### src/rtl/inference_bram_sequencer.sv
// inference_bram_sequencer
//
// Walks BRAM port B from a base address and presents each feature/clause
// word to the Tsetlin inference core. A read of FFFF_FFFF means the producer
// has not written that word yet (hold): the same address is re-read, bounded
// by STALL_MAX consecutive holds. A read of FFFF_FF00 ends the stream and
// kicks the core. Data words beyond MAX_WORDS abort the run. When the core
// reports done, the per-image predicted classes are latched.
//
// State table:
//   state   | meaning
//   IDLE    | after reset, waiting for i_start
//   ISSUE   | o_enb high, BRAM samples o_addrb
//   EVAL    | i_doutb valid, classify hold / end / data
//   COMPUTE | core running, waiting for i_core_done
//   DONE    | o_predicted_class valid, o_result_ready held high
//   ERROR   | run aborted (stall timeout or word overflow), o_error held high
//
// Ports:
//   i_clock, i_reset        single clock, synchronous active-high reset
//   i_start, i_base_addr    run request and byte start address (bits [1:0] ignored)
//   o_addrb..o_rstb, i_doutb BRAM port B (read-only use, 1-cycle read latency)
//   o_word_*                one-cycle strobe and fields of an accepted data word
//   o_core_start, i_core_done, i_core_class  inference core handshake
//   o_predicted_class, o_result_ready        latched results
//   o_busy, o_word_count, o_error            status

module inference_bram_sequencer #(
    parameter int CLAUSE_LEN = 9,
    parameter int CLASS_LEN  = 4,
    parameter int IMAGES     = 8,
    parameter int MAX_WORDS  = 1024,
    parameter int STALL_MAX  = 4096
) (
    input  logic                        i_clock,
    input  logic                        i_reset,
    input  logic                        i_start,
    input  logic [31:0]                 i_base_addr,
    output logic [31:0]                 o_addrb,
    output logic                        o_enb,
    output logic [3:0]                  o_web,
    output logic [31:0]                 o_dinb,
    output logic                        o_rstb,
    input  logic [31:0]                 i_doutb,
    output logic                        o_word_valid,
    output logic [7:0]                  o_word_data,
    output logic [CLASS_LEN-1:0]        o_word_class,
    output logic [CLAUSE_LEN-1:0]       o_word_clause,
    output logic                        o_core_start,
    input  logic                        i_core_done,
    input  logic [IMAGES*CLASS_LEN-1:0] i_core_class,
    output logic [IMAGES*CLASS_LEN-1:0] o_predicted_class,
    output logic                        o_result_ready,
    output logic                        o_busy,
    output logic [15:0]                 o_word_count,
    output logic                        o_error
);

    localparam int          SW       = $clog2(STALL_MAX + 1);
    localparam logic [31:0] HOLD_WORD = 32'hFFFF_FFFF;
    localparam logic [31:0] END_WORD  = 32'hFFFF_FF00;

    typedef enum logic [2:0] {
        S_IDLE,
        S_ISSUE,
        S_EVAL,
        S_COMPUTE,
        S_DONE,
        S_ERROR
    } state_t;

    state_t                        r_state;
    logic [31:0]                   r_addrb;
    logic                          r_enb;
    logic                          r_word_valid;
    logic [7:0]                    r_word_data;
    logic [CLASS_LEN-1:0]          r_word_class;
    logic [CLAUSE_LEN-1:0]         r_word_clause;
    logic                          r_core_start;
    logic [IMAGES*CLASS_LEN-1:0]   r_predicted_class;
    logic                          r_result_ready;
    logic                          r_busy;
    logic [15:0]                   r_word_count;
    logic                          r_error;
    logic [SW-1:0]                 r_stall_cnt;

    logic [SW-1:0]                 w_stall_next;
    logic                          w_unused;

    assign w_stall_next = r_stall_cnt + 1'b1;
    // Address alignment bits and the gap between clause and data fields are don't-care.
    assign w_unused     = ^{i_base_addr[1:0], i_doutb[18:8]};

    always_ff @(posedge i_clock) begin
        if (i_reset) begin
            r_state           <= S_IDLE;
            r_addrb           <= '0;
            r_enb             <= 1'b0;
            r_word_valid      <= 1'b0;
            r_word_data       <= '0;
            r_word_class      <= '0;
            r_word_clause     <= '0;
            r_core_start      <= 1'b0;
            r_predicted_class <= '0;
            r_result_ready    <= 1'b0;
            r_busy            <= 1'b0;
            r_word_count      <= '0;
            r_error           <= 1'b0;
            r_stall_cnt       <= '0;
        end else begin
            // Strobes are single-cycle unless re-asserted below.
            r_word_valid <= 1'b0;
            r_core_start <= 1'b0;
            case (r_state)
                S_IDLE, S_DONE, S_ERROR: begin
                    if (i_start) begin
                        r_addrb        <= {i_base_addr[31:2], 2'b00};
                        r_word_count   <= '0;
                        r_stall_cnt    <= '0;
                        r_result_ready <= 1'b0;
                        r_error        <= 1'b0;
                        r_enb          <= 1'b1;
                        r_busy         <= 1'b1;
                        r_state        <= S_ISSUE;
                    end
                end
                S_ISSUE: begin
                    r_enb   <= 1'b0;
                    r_state <= S_EVAL;
                end
                S_EVAL: begin
                    if (i_doutb == HOLD_WORD) begin
                        r_stall_cnt <= w_stall_next;
                        if (w_stall_next == SW'(STALL_MAX)) begin
                            r_error <= 1'b1;
                            r_busy  <= 1'b0;
                            r_state <= S_ERROR;
                        end else begin
                            r_enb   <= 1'b1;
                            r_state <= S_ISSUE;
                        end
                    end else if (i_doutb == END_WORD) begin
                        r_core_start <= 1'b1;
                        r_state      <= S_COMPUTE;
                    end else if (r_word_count == 16'(MAX_WORDS)) begin
                        r_error <= 1'b1;
                        r_busy  <= 1'b0;
                        r_state <= S_ERROR;
                    end else begin
                        r_word_valid  <= 1'b1;
                        r_word_data   <= i_doutb[7:0];
                        r_word_class  <= i_doutb[31:28];
                        r_word_clause <= i_doutb[27:19];
                        r_word_count  <= r_word_count + 16'd1;
                        r_addrb       <= r_addrb + 32'd4;
                        r_stall_cnt   <= '0;
                        r_enb         <= 1'b1;
                        r_state       <= S_ISSUE;
                    end
                end
                S_COMPUTE: begin
                    if (i_core_done) begin
                        r_predicted_class <= i_core_class;
                        r_result_ready    <= 1'b1;
                        r_busy            <= 1'b0;
                        r_state           <= S_DONE;
                    end
                end
                default: begin
                    r_state <= S_IDLE;
                end
            endcase
        end
    end

    assign o_addrb           = r_addrb;
    assign o_enb             = r_enb;
    assign o_web             = 4'b0000;
    assign o_dinb            = 32'd0;
    assign o_rstb            = 1'b0;
    assign o_word_valid      = r_word_valid;
    assign o_word_data       = r_word_data;
    assign o_word_class      = r_word_class;
    assign o_word_clause     = r_word_clause;
    assign o_core_start      = r_core_start;
    assign o_predicted_class = r_predicted_class;
    assign o_result_ready    = r_result_ready;
    assign o_busy            = r_busy;
    assign o_word_count      = r_word_count;
    assign o_error           = r_error;

endmodule
### config.mk
export PLATFORM = sky130hd
export DESIGN_NAME = inference_bram_sequencer
export DESIGN_NICKNAME = d
export VERILOG_FILES = /design/src/rtl/inference_bram_sequencer.sv
export SDC_FILE = /design/constraint.sdc
export NUM_CORES = 1
export LEC_CHECK = 0
export BUFFER_PORTS_ARGS = -buffer_cell sky130_fd_sc_hd__buf_4
export CORE_ASPECT_RATIO = 1.25
export CORE_MARGIN = 5
export CORE_UTILIZATION = 43
export DETAILED_ROUTE_END_ITERATION = 7
export PLACE_DENSITY = 0.72
export SETUP_SLACK_MARGIN = 0.5
export SLEW_MARGIN = 10
export SYNTH_ARGS = -nofsm -noshare
export SYNTH_HDL_FRONTEND = slang
export SYNTH_SLANG_ARGS = --single-unit
### constraint.sdc
create_clock -name i_clock -period 4.75 [get_ports i_clock]
set_clock_uncertainty 0.2 [all_clocks]
set_input_delay 0 -clock i_clock [delete_from_list [all_inputs] [get_ports i_clock]]
set_output_delay 0 -clock i_clock [all_outputs]
set_load 0.005 [all_outputs]
==> results.yml <==
timing:
  drv_slew: 0
  hold_viol_final: 0
  period_minus_slack_ns: 3.99
  fin_setup_tns_ns: 0
  rsz0062_at_grt: "no"
  maxSlewHeadroom_pct: 19.6
  finalSetupViolCount: 0
  finalCritPeriodShare_pct: 84.0
  fmax_mhz: 251
  worstMarginPinSlew_ns: 1.20
grt:
  overflow: 0
  grt_pass1_vias: 6644
  grt_pass1_wl_um: 32500
  antenna_found_initial: 1
  track_usage_pct: 24.1
  grt_max_degree: 65
die:
  pin_count: 244
  die_h_um: 143
  start_util_pct: 44.0
  dieArea_um2: 16700
  rows: 48
  core-area_um2: 13900
  fp.dieW_um: 117
drt:
  post_drt_wl_per_cell_um: 16.2
  routed_wl_um: 20800
  drtAntennaViolNets: 0
  drt_drc_violations_left: 0
  vias: 6942
  routed_via_density: 5.40
  first_pass_iters: 5
  drtIter0Drc: 363
worst_setup_path:
  cpMaxStageDelayCell: "a21boi_2"
  path_cells: "inv_1 -> ha_1 -> nor4b_1 -> nand4_1 -> a21boi_2 -> nand2_1 -> nand2_1 -> a21oi_1 -> dlygate4sd3_1"
  critPathRequiredTime_ns: 4.86
  slowest_delay_ns: 0.95
  ff2ff_setup_slack_ns: 0.76
  crit_type: "reg -> reg"
  cp_data_arrival_time_ns: 4.10
  startpoint_type: "flop"
  cpMostUsedCell: "nand2_1"
  worstSetupEndpointType: "flop"
  critPathMaxFanout: 26
yosys:
  synth.cell_area_um2: 6110
  synth_edf_count: 0
  avgSynthCellArea_um2: 7.69
  ys_types: 54
  synth_async_sr_flop_share_pct: 0
  ys.flop_type: "dfxtp_1"
  ys_warn_count: 0
  seq_area_frac_synth_pct: 39.6
  postSynthRegisterBits: 121
  netlist_instances: 795
clock_network:
  htree_levels: 4
  clock_sink_count: 121
  cts_setup_buffers: 0
  tritoncts: "yes"
  cts_made_buffers: 17
  cts.path.max_buffers: 2
  worstSkewPairLatency_ns: 0.42
  clkTransAtPathRegs_ns: 0.06
  clock-root-buffer: "clkbuf_16"
layout:
  drive_above_1_share_pct: 23.4
  syn2layout_area_growth_pct: 53.2
  final_cell_mix: "buf_4, nand2_1, dlygate4sd3_1, dfxtp_1, a21oi_1"
  final_util_pct: 67.5
  fill_cells: 1120
  finalNetCount: 1200
  final_common_cell: "buf_4"
  instances_no_fill: 1285
placement:
  dp_hpwl_um: 12800
  portBuffers: 202
  gp_congestion: 0.795
  place_inst: 1130
power_and_ir_drop:
  peakVddDrop_mv: 0.239
  power_density_nw_per_um2: 305
  power_leakage_uw: 0.00385
  fin_total_pwr_uw: 2860
job:
  cap_violations: 0
outcome:
  run_status: "finished, final reports clean"
worst_hold_path:
  hold_class: "in -> reg"
## per-layer routing
| layer | vias up | part of all wire, % | track usage (%) |
|---|---|---|---|
| met2 | 270 | 51 | 41.2 |
| met4 | 0 | 4.1 | 11.2 |
| li1 | 3386 | - | - |
| met5 | - | 0 | 0 |
| met3 | 69 | 6.6 | 6.10 |
| met1 | 3217 | 39 | 28.1 |
## sequential cells by signal (all words and copies together), names as in the netlist, 3 cells and up
signal             cells
o_addrb               30
o_predicted_class     32
o_word_class           4
o_word_clause          9
o_word_count          16
o_word_data            8
r_stall_cnt           13
r_state                3
## layout make-up
cell class                 instances  area (um2)  area share (%)
multi-input combinational        611        3260            34.8
timing repair buffer             334        2810            30.1
sequential                       121        2420            25.9
clock buffer                      18         439            4.69
tap                              175         219            2.34
clock inverter                    14         160            1.71
inverter                          11        41.3           0.441
antenna                            1        2.50          0.0267
## what timing repair did
item	4_1_cts	5_1_grt
setup endpoints to repair	0	0
hold endpoints to repair	101	0
hold buffers	122	0
resized for setup	0	0
## path summary, 6_finish.rpt
kind	start	endpoint	cells after the start
setup / recovery	o_word_count[0]	o_word_clause[8]	9
hold / removal	i_doutb[18]	o_core_start	6
setup reg to reg	o_word_count[0]	o_word_clause[8]	9
hold reg to reg	o_predicted_class[13]	o_predicted_class[13]	2
## metrics by stage
stage	instance area, um2	worst slack (ns)	hold WS, ns
6_report	9360	0.760	0.0650
5_1_grt	9360	0.454	0.0981
4_1_cts	9360	0.853	0.0615
3_5_place_dp	7530	1.38	0.0574
3_3_place_gp	7530	1.44	0.0466
2_1_floorplan	6250	2.44	-0.0640
## Yosys cell counts (2+ instances only)
library cell | n | share of area (%)
dfxtp_1 | 121 | 40
clkbuf_1 | 37 | 2.3
nand2_1 | 156 | 9.6
a311oi_1 | 12 | 1.7
a22o_1 | 2 | 0.29
o31a_1 | 2 | 0.29
nor4_4 | 2 | 0.70
xor2_1 | 5 | 0.72
or4_1 | 11 | 1.4
o21a_1 | 2 | 0.25
or3_1 | 10 | 1.0
nand4_1 | 20 | 2.0
a21o_1 | 2 | 0.25
nor4_1 | 3 | 0.31
nor4b_1 | 2 | 0.29
inv_1 | 11 | 0.68
and3_1 | 9 | 0.92
buf_4 | 43 | 5.3
and2_1 | 10 | 1.0
o31ai_1 | 13 | 1.6
buf_2 | 6 | 0.49
o32ai_1 | 2 | 0.29
nor3_1 | 8 | 0.66
a211oi_1 | 15 | 1.8
and4_1 | 5 | 0.72
a31oi_1 | 8 | 0.82
buf_6 | 4 | 0.74
nor2b_1 | 2 | 0.20
ha_1 | 4 | 0.82
nor2_1 | 35 | 2.2
nand2b_1 | 6 | 0.61
a32oi_1 | 2 | 0.29
nor3_2 | 3 | 0.49
o22ai_1 | 8 | 0.82
o21ai_0 | 41 | 3.4
a21oi_1 | 111 | 9.1
nand3_1 | 45 | 3.7
## critical path, delay by kind of cell, from the launching register on
kind,cells,cell delay [ns]
adders and majority gates,1,0.19
AOI/OAI and AO/OA,2,1.05
DFF,1,0.41
and+or+nand+nor,4,1.38
buffers and inverters,2,0.65
## kinds of logic (layout without fill, tap and decap cells)
logic type      Yosys count  in the layout  share of synthesized area, %
simple gates            330            330                          26.2
compound gates          232            232                          22.9
buf+inv                 101            377                          9.46
xor+xnor                  5              5                         0.717
flops                   121            121                          39.6
other cells               1             40                        0.0614
fa+ha+maj                 4              4                         0.819
mux                       1              1                         0.164
## power breakdown
group / internal (uW) / total (uW) / switching (uW)
Combinational: 223 / 429 / 206
Sequential: 1060 / 1110 / 50.7
Clock: 798 / 1310 / 517
(Power assumes the default switching activity.)
